`src/rtl/disp_pkg.sv`:
```
// Shared types and sizing helpers for the dispatch credit controller.
package disp_pkg;

  typedef enum logic [1:0] {
    CS_RUN     = 2'd0,
    CS_FLUSH   = 2'd1,
    CS_HOLD    = 2'd2,
    CS_RECOVER = 2'd3
  } credit_state_t;

  localparam int DEF_MEMISQ_DEPTH = 16;
  localparam int DEF_INTISQ_DEPTH = 16;
  localparam int DEF_SQ_DEPTH     = 16;
  localparam int DEF_FLUSH_HOLD   = 2;

  // Width able to hold every value 0..depth inclusive.
  function automatic int credit_w(input int depth);
    return $clog2(depth + 1);
  endfunction

endpackage

```
`src/rtl/credit_counter.sv`:
```
// Saturating up/down credit counter with a synchronous load.
// The next-count value is exported so registered status can be computed in one cycle.
module credit_counter
  import disp_pkg::*;
#(
  parameter int DEPTH = DEF_MEMISQ_DEPTH
) (
  input  logic                       clock,
  input  logic                       reset_n,
  input  logic                       count_en,
  input  logic                       dec,
  input  logic                       inc,
  input  logic                       load,
  input  logic [$clog2(DEPTH+1)-1:0] load_val,
  output logic [$clog2(DEPTH+1)-1:0] cnt,
  output logic [$clog2(DEPTH+1)-1:0] nxt
);

  localparam int W = credit_w(DEPTH);
  localparam logic [W-1:0] FULL = W'(DEPTH);

  always_comb begin
    nxt = cnt;
    if (load) begin
      nxt = load_val;
    end else if (count_en) begin
      if (dec && !inc) begin
        nxt = (cnt == '0) ? '0 : cnt - 1'b1;
      end else if (inc && !dec) begin
        nxt = (cnt == FULL) ? FULL : cnt + 1'b1;
      end
    end
  end

  always_ff @(posedge clock or negedge reset_n) begin
    if (!reset_n) begin
      cnt <= FULL;
    end else begin
      cnt <= nxt;
    end
  end

  // Consuming with no credit, or returning into a full pool, is a protocol error.
  a_no_underflow: assert property (@(posedge clock) disable iff (!reset_n)
    !(count_en && !load && dec && !inc && cnt == '0));
  a_no_overflow: assert property (@(posedge clock) disable iff (!reset_n)
    !(count_en && !load && inc && !dec && cnt == FULL));

endmodule

```
`src/rtl/dispatch_credit_ctrl.sv`:
```
// Dispatch credit tracking for mem ISQ, int ISQ and store queue, with flush recovery FSM.
// Optional stall/flush performance counters are built when DISP_CREDIT_PERF_EN is defined.
//
//   state   | meaning
//   RUN     | normal credit accounting, allocation allowed where credits remain
//   FLUSH   | flush_valid asserted, allocation blocked, counters frozen
//   HOLD    | FLUSH_HOLD cycles of quiet after flush_valid falls
//   RECOVER | one cycle reloading credits (ISQs full, SQ from sq_free_after_flush)
module dispatch_credit_ctrl
  import disp_pkg::*;
#(
  parameter int MEMISQ_DEPTH = DEF_MEMISQ_DEPTH,
  parameter int INTISQ_DEPTH = DEF_INTISQ_DEPTH,
  parameter int SQ_DEPTH     = DEF_SQ_DEPTH,
  parameter int FLUSH_HOLD   = DEF_FLUSH_HOLD
) (
  input  logic                          clock,
  input  logic                          reset_n,
  input  logic                          memisq_enq,
  input  logic                          intisq_enq,
  input  logic                          sq_enq,
  input  logic                          memisq_issue,
  input  logic                          intisq_issue,
  input  logic                          sq_deq,
  input  logic [$clog2(SQ_DEPTH+1)-1:0] sq_free_after_flush,
  input  logic                          flush_valid,
  output logic                          iq_can_alloc0,
  output logic                          iq_can_alloc1,
  output logic                          sq_can_alloc,
`ifdef DISP_CREDIT_PERF_EN
  output logic [31:0]                   perf_memisq_stall,
  output logic [31:0]                   perf_intisq_stall,
  output logic [31:0]                   perf_sq_stall,
  output logic [31:0]                   perf_flush_cycles,
`endif
  output logic [1:0]                    credit_state
);

  localparam int MW = credit_w(MEMISQ_DEPTH);
  localparam int IW = credit_w(INTISQ_DEPTH);
  localparam int SW = credit_w(SQ_DEPTH);
  localparam int HW = credit_w(FLUSH_HOLD);

  localparam logic [1:0] S_RUN     = CS_RUN;
  localparam logic [1:0] S_FLUSH   = CS_FLUSH;
  localparam logic [1:0] S_HOLD    = CS_HOLD;
  localparam logic [1:0] S_RECOVER = CS_RECOVER;

  logic [1:0]    state, next_state;
  logic [HW-1:0] hold_cnt;
  logic          count_en, reload;
  logic [SW-1:0] sq_reload;
  logic [MW-1:0] memisq_cnt, memisq_nxt;
  logic [IW-1:0] intisq_cnt, intisq_nxt;
  logic [SW-1:0] sq_cnt, sq_nxt;

  always_comb begin
    next_state = state;
    case (state)
      S_RUN:     if (flush_valid) next_state = S_FLUSH;
      S_FLUSH:   if (!flush_valid) next_state = S_HOLD;
      S_HOLD: begin
        if (flush_valid)         next_state = S_FLUSH;
        else if (hold_cnt == '0) next_state = S_RECOVER;
      end
      S_RECOVER: next_state = flush_valid ? S_FLUSH : S_RUN;
      default:   next_state = S_RUN;
    endcase
  end

  // Strobes in the flush cycle itself are dropped along with everything after it.
  assign count_en  = (state == S_RUN) && !flush_valid;
  assign reload    = (state == S_RECOVER) && !flush_valid;
  assign sq_reload = (sq_free_after_flush > SW'(SQ_DEPTH)) ? SW'(SQ_DEPTH) : sq_free_after_flush;

  credit_counter #(.DEPTH(MEMISQ_DEPTH)) u_memisq (
    .clock    (clock),
    .reset_n  (reset_n),
    .count_en (count_en),
    .dec      (memisq_enq),
    .inc      (memisq_issue),
    .load     (reload),
    .load_val (MW'(MEMISQ_DEPTH)),
    .cnt      (memisq_cnt),
    .nxt      (memisq_nxt)
  );

  credit_counter #(.DEPTH(INTISQ_DEPTH)) u_intisq (
    .clock    (clock),
    .reset_n  (reset_n),
    .count_en (count_en),
    .dec      (intisq_enq),
    .inc      (intisq_issue),
    .load     (reload),
    .load_val (IW'(INTISQ_DEPTH)),
    .cnt      (intisq_cnt),
    .nxt      (intisq_nxt)
  );

  credit_counter #(.DEPTH(SQ_DEPTH)) u_sq (
    .clock    (clock),
    .reset_n  (reset_n),
    .count_en (count_en),
    .dec      (sq_enq),
    .inc      (sq_deq),
    .load     (reload),
    .load_val (sq_reload),
    .cnt      (sq_cnt),
    .nxt      (sq_nxt)
  );

  always_ff @(posedge clock or negedge reset_n) begin
    if (!reset_n) begin
      state         <= S_RUN;
      hold_cnt      <= '0;
      iq_can_alloc0 <= 1'b1;
      iq_can_alloc1 <= 1'b1;
      sq_can_alloc  <= 1'b1;
    end else begin
      state <= next_state;
      if (state == S_FLUSH && !flush_valid) begin
        hold_cnt <= HW'(FLUSH_HOLD - 1);
      end else if (state == S_HOLD && hold_cnt != '0) begin
        hold_cnt <= hold_cnt - 1'b1;
      end
      iq_can_alloc0 <= (memisq_nxt != '0) && (next_state == S_RUN);
      iq_can_alloc1 <= (intisq_nxt != '0) && (next_state == S_RUN);
      sq_can_alloc  <= (sq_nxt != '0) && (next_state == S_RUN);
    end
  end

  assign credit_state = state;

`ifdef DISP_CREDIT_PERF_EN
  always_ff @(posedge clock or negedge reset_n) begin
    if (!reset_n) begin
      perf_memisq_stall <= '0;
      perf_intisq_stall <= '0;
      perf_sq_stall     <= '0;
      perf_flush_cycles <= '0;
    end else begin
      if (state == S_RUN) begin
        if (!iq_can_alloc0 && perf_memisq_stall != '1) perf_memisq_stall <= perf_memisq_stall + 1'b1;
        if (!iq_can_alloc1 && perf_intisq_stall != '1) perf_intisq_stall <= perf_intisq_stall + 1'b1;
        if (!sq_can_alloc && perf_sq_stall != '1)      perf_sq_stall     <= perf_sq_stall + 1'b1;
      end else if (perf_flush_cycles != '1) begin
        perf_flush_cycles <= perf_flush_cycles + 1'b1;
      end
    end
  end
`endif

endmodule

```
`config.mk`:
```
export PLATFORM = sky130hd
export DESIGN_NAME = dispatch_credit_ctrl
export DESIGN_NICKNAME = d
export VERILOG_FILES = /design/src/rtl/disp_pkg.sv /design/src/rtl/credit_counter.sv /design/src/rtl/dispatch_credit_ctrl.sv
export SDC_FILE = /design/constraint.sdc
export NUM_CORES = 1
export LEC_CHECK = 0
export CORE_MARGIN = 8
export CORE_UTILIZATION = 57
export DETAILED_ROUTE_END_ITERATION = 12
export PLACE_DENSITY = 0.85
export SETUP_SLACK_MARGIN = 0.4
export SLEW_MARGIN = 0
export SYNTH_ARGS = -nofsm -noshare
export SYNTH_HDL_FRONTEND = slang
export SYNTH_SLANG_ARGS = --single-unit
```
`constraint.sdc`:
```
create_clock -name clock -period 2.86 [get_ports clock]
set_input_delay 0.286 -clock clock [delete_from_list [all_inputs] [get_ports clock]]
set_output_delay 0.286 -clock clock [all_outputs]
set_load 0.01 [all_outputs]
```
## After elaboration in Yosys (flattened, before gate mapping)

Index checks and enable logic that the tools add are counted.

- Output and inout bits: 5
- Word-level logic and storage cells: 80
- Flip-flop bits (word level): 22
- Input port bits: 14

- Add/subtract/negate cells: 7
- Eq/ne operators: 6
- Reduce and logical (&&, ||, !) cells: 31
- Muxes and demuxes: 27
- Order comparisons: 1

Operators with widths:

| kind | number |
|---|---|
| two-way mux 5 bit | 19 |
| adder 5 x 1 -> 5 bit (second input constant) | 3 |
| equality test 5 bit (second input constant) | 3 |
| zero test 5 bit | 3 |
| nonzero test 5 bit | 3 |
| subtractor 5 x 1 -> 5 bit (second input constant) | 3 |
| logical AND 1 bit | 13 |
| two-way mux 2 bit | 6 |
| one-hot mux 2 bit (4 select lines) | 1 |
| zero test 1 bit | 7 |
| zero test 2 bit | 3 |
| greater-than comparator 5 bit (second input constant) | 1 |
| equality test 2 bit (second input constant) | 2 |
| nonzero test 2 bit | 2 |
| equality test 2 x 1 -> 1 bit (second input constant) | 1 |
| subtractor 2 x 1 -> 2 bit (second input constant) | 1 |
| two-way mux 1 bit | 1 |

## Depth between registers and ports, before layout

- Depth in word-level cells: 8
- Mapped depth: 7
- Depth with buffers taken out: 7

## Cells and area by module

A second synthesis with hierarchy kept.

- Cell total of the unflattened synthesis: 247
- Area total of the unflattened synthesis: 2133.3 um^2

Modules (own cells, without submodules):

| module | area an instance (um^2) | times used | sequential area each (um^2) | cells an instance |
|---|---|---|---|---|
| credit_counter | 576.8 | 3 | 126.4 | 68 |
| dispatch_credit_ctrl | 402.9 | 1 | 178.9 | 43 |

## Worst setup path before layout

Ideal clock, no wire load.

- Path type: register to register
- Start: register u_intisq.cnt[0]
- End: register iq_can_alloc1
- Clock period less this slack: 2129 ps
- Cell stages (with the launch flop): 8
- Arrival time: 2043 ps
- Data required time: 2774 ps
- Library setup time: 86 ps
- Setup slack: 731 ps
- Path buffers: 0
- Path through: dfrtp_1 inv_1 ha_1 or4b_4 a221oi_2 a2111oi_1 or2_0 o41a_1

- Cells in the longest elaborated chain, start to end: 8
- Elaborated cells between the ends (all ways): 12
- Those cells by class: 2 x add/sub; 1 x eq/ne; 6 x mux; 3 x reduce/logical

RTL lines:

| what | RTL line | source |
|---|---|---|
| start, declared | credit_counter.sv:15 | `output logic [$clog2(DEPTH+1)-1:0] cnt,` |
| start signal, assigned | credit_counter.sv:39 | `cnt <= nxt;` |
| adder 5 x 1 -> 5 bit / equality test 5 bit (equally long branches) | credit_counter.sv:30 | `nxt = (cnt == FULL) ? FULL : cnt + 1'b1;` |
| two-way mux 5 bit | credit_counter.sv:30 |  |
| two-way mux 5 bit | credit_counter.sv:29 | `end else if (inc && !dec) begin` |
| two-way mux 5 bit | credit_counter.sv:27 | `if (dec && !inc) begin` |
| two-way mux 5 bit (*) | credit_counter.sv:26 | `end else if (count_en) begin` |
| two-way mux 5 bit (*) | credit_counter.sv:24 | `if (load) begin` |
| via intisq_nxt[0] | dispatch_credit_ctrl.sv:54 | `logic [IW-1:0] intisq_cnt, intisq_nxt;` |
| nonzero test 5 bit (*) | dispatch_credit_ctrl.sv:127 | `iq_can_alloc1 <= (intisq_nxt != '0) && (next_state == S_RUN);` |
| logical AND 1 bit (*) | dispatch_credit_ctrl.sv:127 |  |
| end signal, assigned | dispatch_credit_ctrl.sv:127 |  |
| end, declared | dispatch_credit_ctrl.sv:28 | `output logic iq_can_alloc1,` |

The timed path passes the listed nets; every way through them passes the cells marked *.
A chain may end at the register's enable or synchronous reset.

## Final worst setup path

Same ends and word-level chain as after synthesis.

==> metrics.md <==
| Metric | Value |
|---|---|
| Port Buf Inserts | 18 |
| Int Pwr | 758 uW |
| Post-Route Utilization | 0.674 |
| Worst Setup Start Kind | flip-flop |
| Sink Count | 22 |
| TritonRoute pass-1 iters | 5 |
| Worst Setup SP | u_intisq.cnt[0] |
| Top FF cell, synth | dfrtp_1 |
| Clock transition at path regs | 0.12 ns |
| Postcts setup bufs | 0 |
| Final instance area | 2060 sq um |
| CTS Buf Count | 3 |
| Max cap viols | 0 |
| Largest net degree at the start of global routing | 23 |
| Fin crit period | 2.31 ns |
| Yosys reg bits | 22 |
| Most frequent cells after synthesis | inv_1, dfrtp_1, nor2_1, nand2_1, o21ai_0 |
| Worst Path Class, Setup | reg2reg |
| Number of global-route vias before repair | 1,523 |
| First-pass GRT wire length | 7130 microns |
| Hold Fails Final Rpt | 0 |
| Synth warnings | 0 |
| Slew Limit Fails | 0 |
| Dpl hpwl | 3130 microns |
| Initial DRC count | 155 |
| Worst endpoint required time | 3.10 ns |
| TNS Setup | 0 ns |
| Distinct cells, synth | 64 |
| Worst-Skew Late Latency | 0.31 ns |
| RSZ-0062 raised after global routing | false |
| Via-to-Cell Ratio | 6.49 |
| DIE AREA | 5260 sq um |
| Hold WC Path Type | in2async |
| Synth top area share | 0.220 |
| # diodes | 0 |
| Final Setup Violations | 0 |
| Worst VDD drop | 0.343 mV |
| Worst path cell trace | inv_1 -> ha_2 -> or4b_4 -> a221oi_2 -> a2111oi_1 -> or2_0 -> o41a_1 |
| CTS H-tree lvls | 1 |
| Comb power frac | 0.433 |
| Seq/Total Area, Yosys | 0.306 |
| Worst Clk Skew | 0.00488 ns |
| Switching Share | 0.410 |
| Slew Limit Headroom | 0.350 |
| Die W | 72.5 microns |
| Clock Power Share | 0.134 |
| Hold_buf cts | 0 |
| Maximum clock frequency | 433 MHz |
| EDFF count, synth | 0 |
| Initial antenna violation count | 0 |
| Arrival time at the worst endpoint | 2.55 ns |
| Die Y | 72.5 microns |
| GRT Overall Usage | 0.165 |
| Final GP Congestion | 0.971 |
| WP buf/inv | 1 |
| Post-place setup slack | 0.379 ns |
| Post-Synthesis Cells | 216 |
| Post-route DRC | 0 |
| Area contributors post-synth | dfrtp_1, dfstp_2, ha_1, inv_1, nor2_1 |
| I/O pin count | 19 |
| Routed wire length | 4360 microns |
| Period utilisation layout | 0.808 |
| Layout cells sized above 1 | 0.101 |
| Core Rows | 20 |
| Worst Tran Pin Value | 0.973 ns |
| Sw power | 527 uW |
| Post_cts resized | 0 |
| Area growth syn-to-layout | 13.0% |
| Remaining antenna violation count | 0 |
| Cell area after placement | 2020 sq um |
| R2R Path Start | u_intisq.cnt[0] |
| R2R Setup Slk | 0.55 ns |
| Routed WL per cell | 16.0 microns |
| Mapped Area | 1820 sq um |
| Synth area leader | dfrtp_1 |
| Outcome | complete, no violations |
| Reg power frac | 0.433 |
| CP max FO | 7 |
| Clock buffer depth | 2 |
| Remaining global-route overflow | 0 |
| Nets | 250 |
| PwrDens | 624 nW/um^2 |
| Syn nets | 237 |
| Initial Utilization | 0.597 |
| Std-Cell Core Area | 3050 sq um |
| Top-count cell post-synth | inv_1 |
| Vias | 1,764 |
| Crit-path leading delay family | simple AND/OR/NAND/NOR gates |
| Root Buffer | clkbuf_4 |
| Final Hold Slack | 0.503 ns |
| Final WS setup | 0.549 ns |
| Peak per-stage delay on the critical path | 0.51 ns |
| Average size of a mapped cell | 8.43 sq um |
| CP max-delay cell | or4b_4 |
| Leak | 0.838 nW |
| Post-synth ARST share | 1.00 |
| Crit. End Element | flip-flop |
| CTS tree | built |
-- power groups by stage --
stage | clock, mW | sequential [mW] | combinational [mW]
after CTS | 0.178 | 0.549 | 0.550
after detailed placement | 0 | 0.555 | 0.544
final | 0.172 | 0.556 | 0.557
after global placement | 0 | 0.552 | 0.535
after global routing | 0.192 | 0.570 | 0.615
after floorplan | 0 | 0.482 | 0.469
-- through the flow --
step           std cells  total power, mW
6_report             272             1.28
5_1_grt              272             1.38
4_1_cts              272             1.28
3_5_place_dp         268             1.10
3_3_place_gp         268             1.09
2_1_floorplan        216            0.951
-- flip-flops by register name (all words and copies together), names as in the netlist --
name	count
iq_can_alloc1	1
credit_state	2
u_memisq.cnt	5
sq_can_alloc	1
iq_can_alloc0	1
u_sq.cnt	5
hold_cnt	2
u_intisq.cnt	5
-- worst paths after layout --
path,end,depth (start not counted)
worst max-delay path,iq_can_alloc1,7
worst min-delay path,u_intisq.cnt[3],1
worst max register to register,iq_can_alloc1,7
worst min register to register,hold_cnt[1],2
max in group asynchronous,u_sq.cnt[2],1
min in group clock,u_sq.cnt[0],3
-- cells by family (layout without fill, tap and decap cells) --
kind of cell | after synthesis | after routing | share of synthesized area
fa+ha+maj | 7 | 7 | 0.0481
xor+xnor | 2 | 2 | 0.00962
simple gates | 87 | 87 | 0.286
flops | 22 | 22 | 0.306
compound gates | 63 | 63 | 0.260
mux | 3 | 3 | 0.0172
buf+inv | 32 | 44 | 0.0721
-- worst register-to-register path, stage by stage, from the launching register on --
cell and delay, ns:
dfrtp_1 0.46, inv_1 0.11, ha_2 0.24, or4b_4 0.51, a221oi_2 0.28, a2111oi_1 0.09
or2_0 0.24, o41a_1 0.31
-- layer usage --
layer,vias up,wire [microns],track usage,part of all wire
met2,77,2030,0.264,0.47
met1,836,1960,0.216,0.45
li1,845,-,-,-
met3,6,331,0.0399,0.076
met5,-,0,0,0
met4,0,39,0.0378,0.0089
-- placed cells by master, fill, tap and decap left out, types with 4 or more instances in the layout --
cell and n:
inv_1 19, clkdlybuf4s50_1 18, nor2_1 16, dfrtp_1 16, nand2_1 12, o21ai_0 10
nor3_1 8, nand3_1 8, a31oi_1 7, nand2b_1 6, a21oi_1 6, ha_1 6
dfstp_2 6, nor2b_1 5, and3b_1 5, nand4_1 4, o211ai_1 4
-- cell type report --
type | instances | area, sq um
Clock buffer | 4 | 36.3
Fill cell | 240 | 995
Inverter | 19 | 71.3
Multi-Input combinational cell | 162 | 1130
Sequential cell | 22 | 558
Tap cell | 44 | 55.1
Timing Repair Buffer | 21 | 203
(Power assumes the default switching activity.)
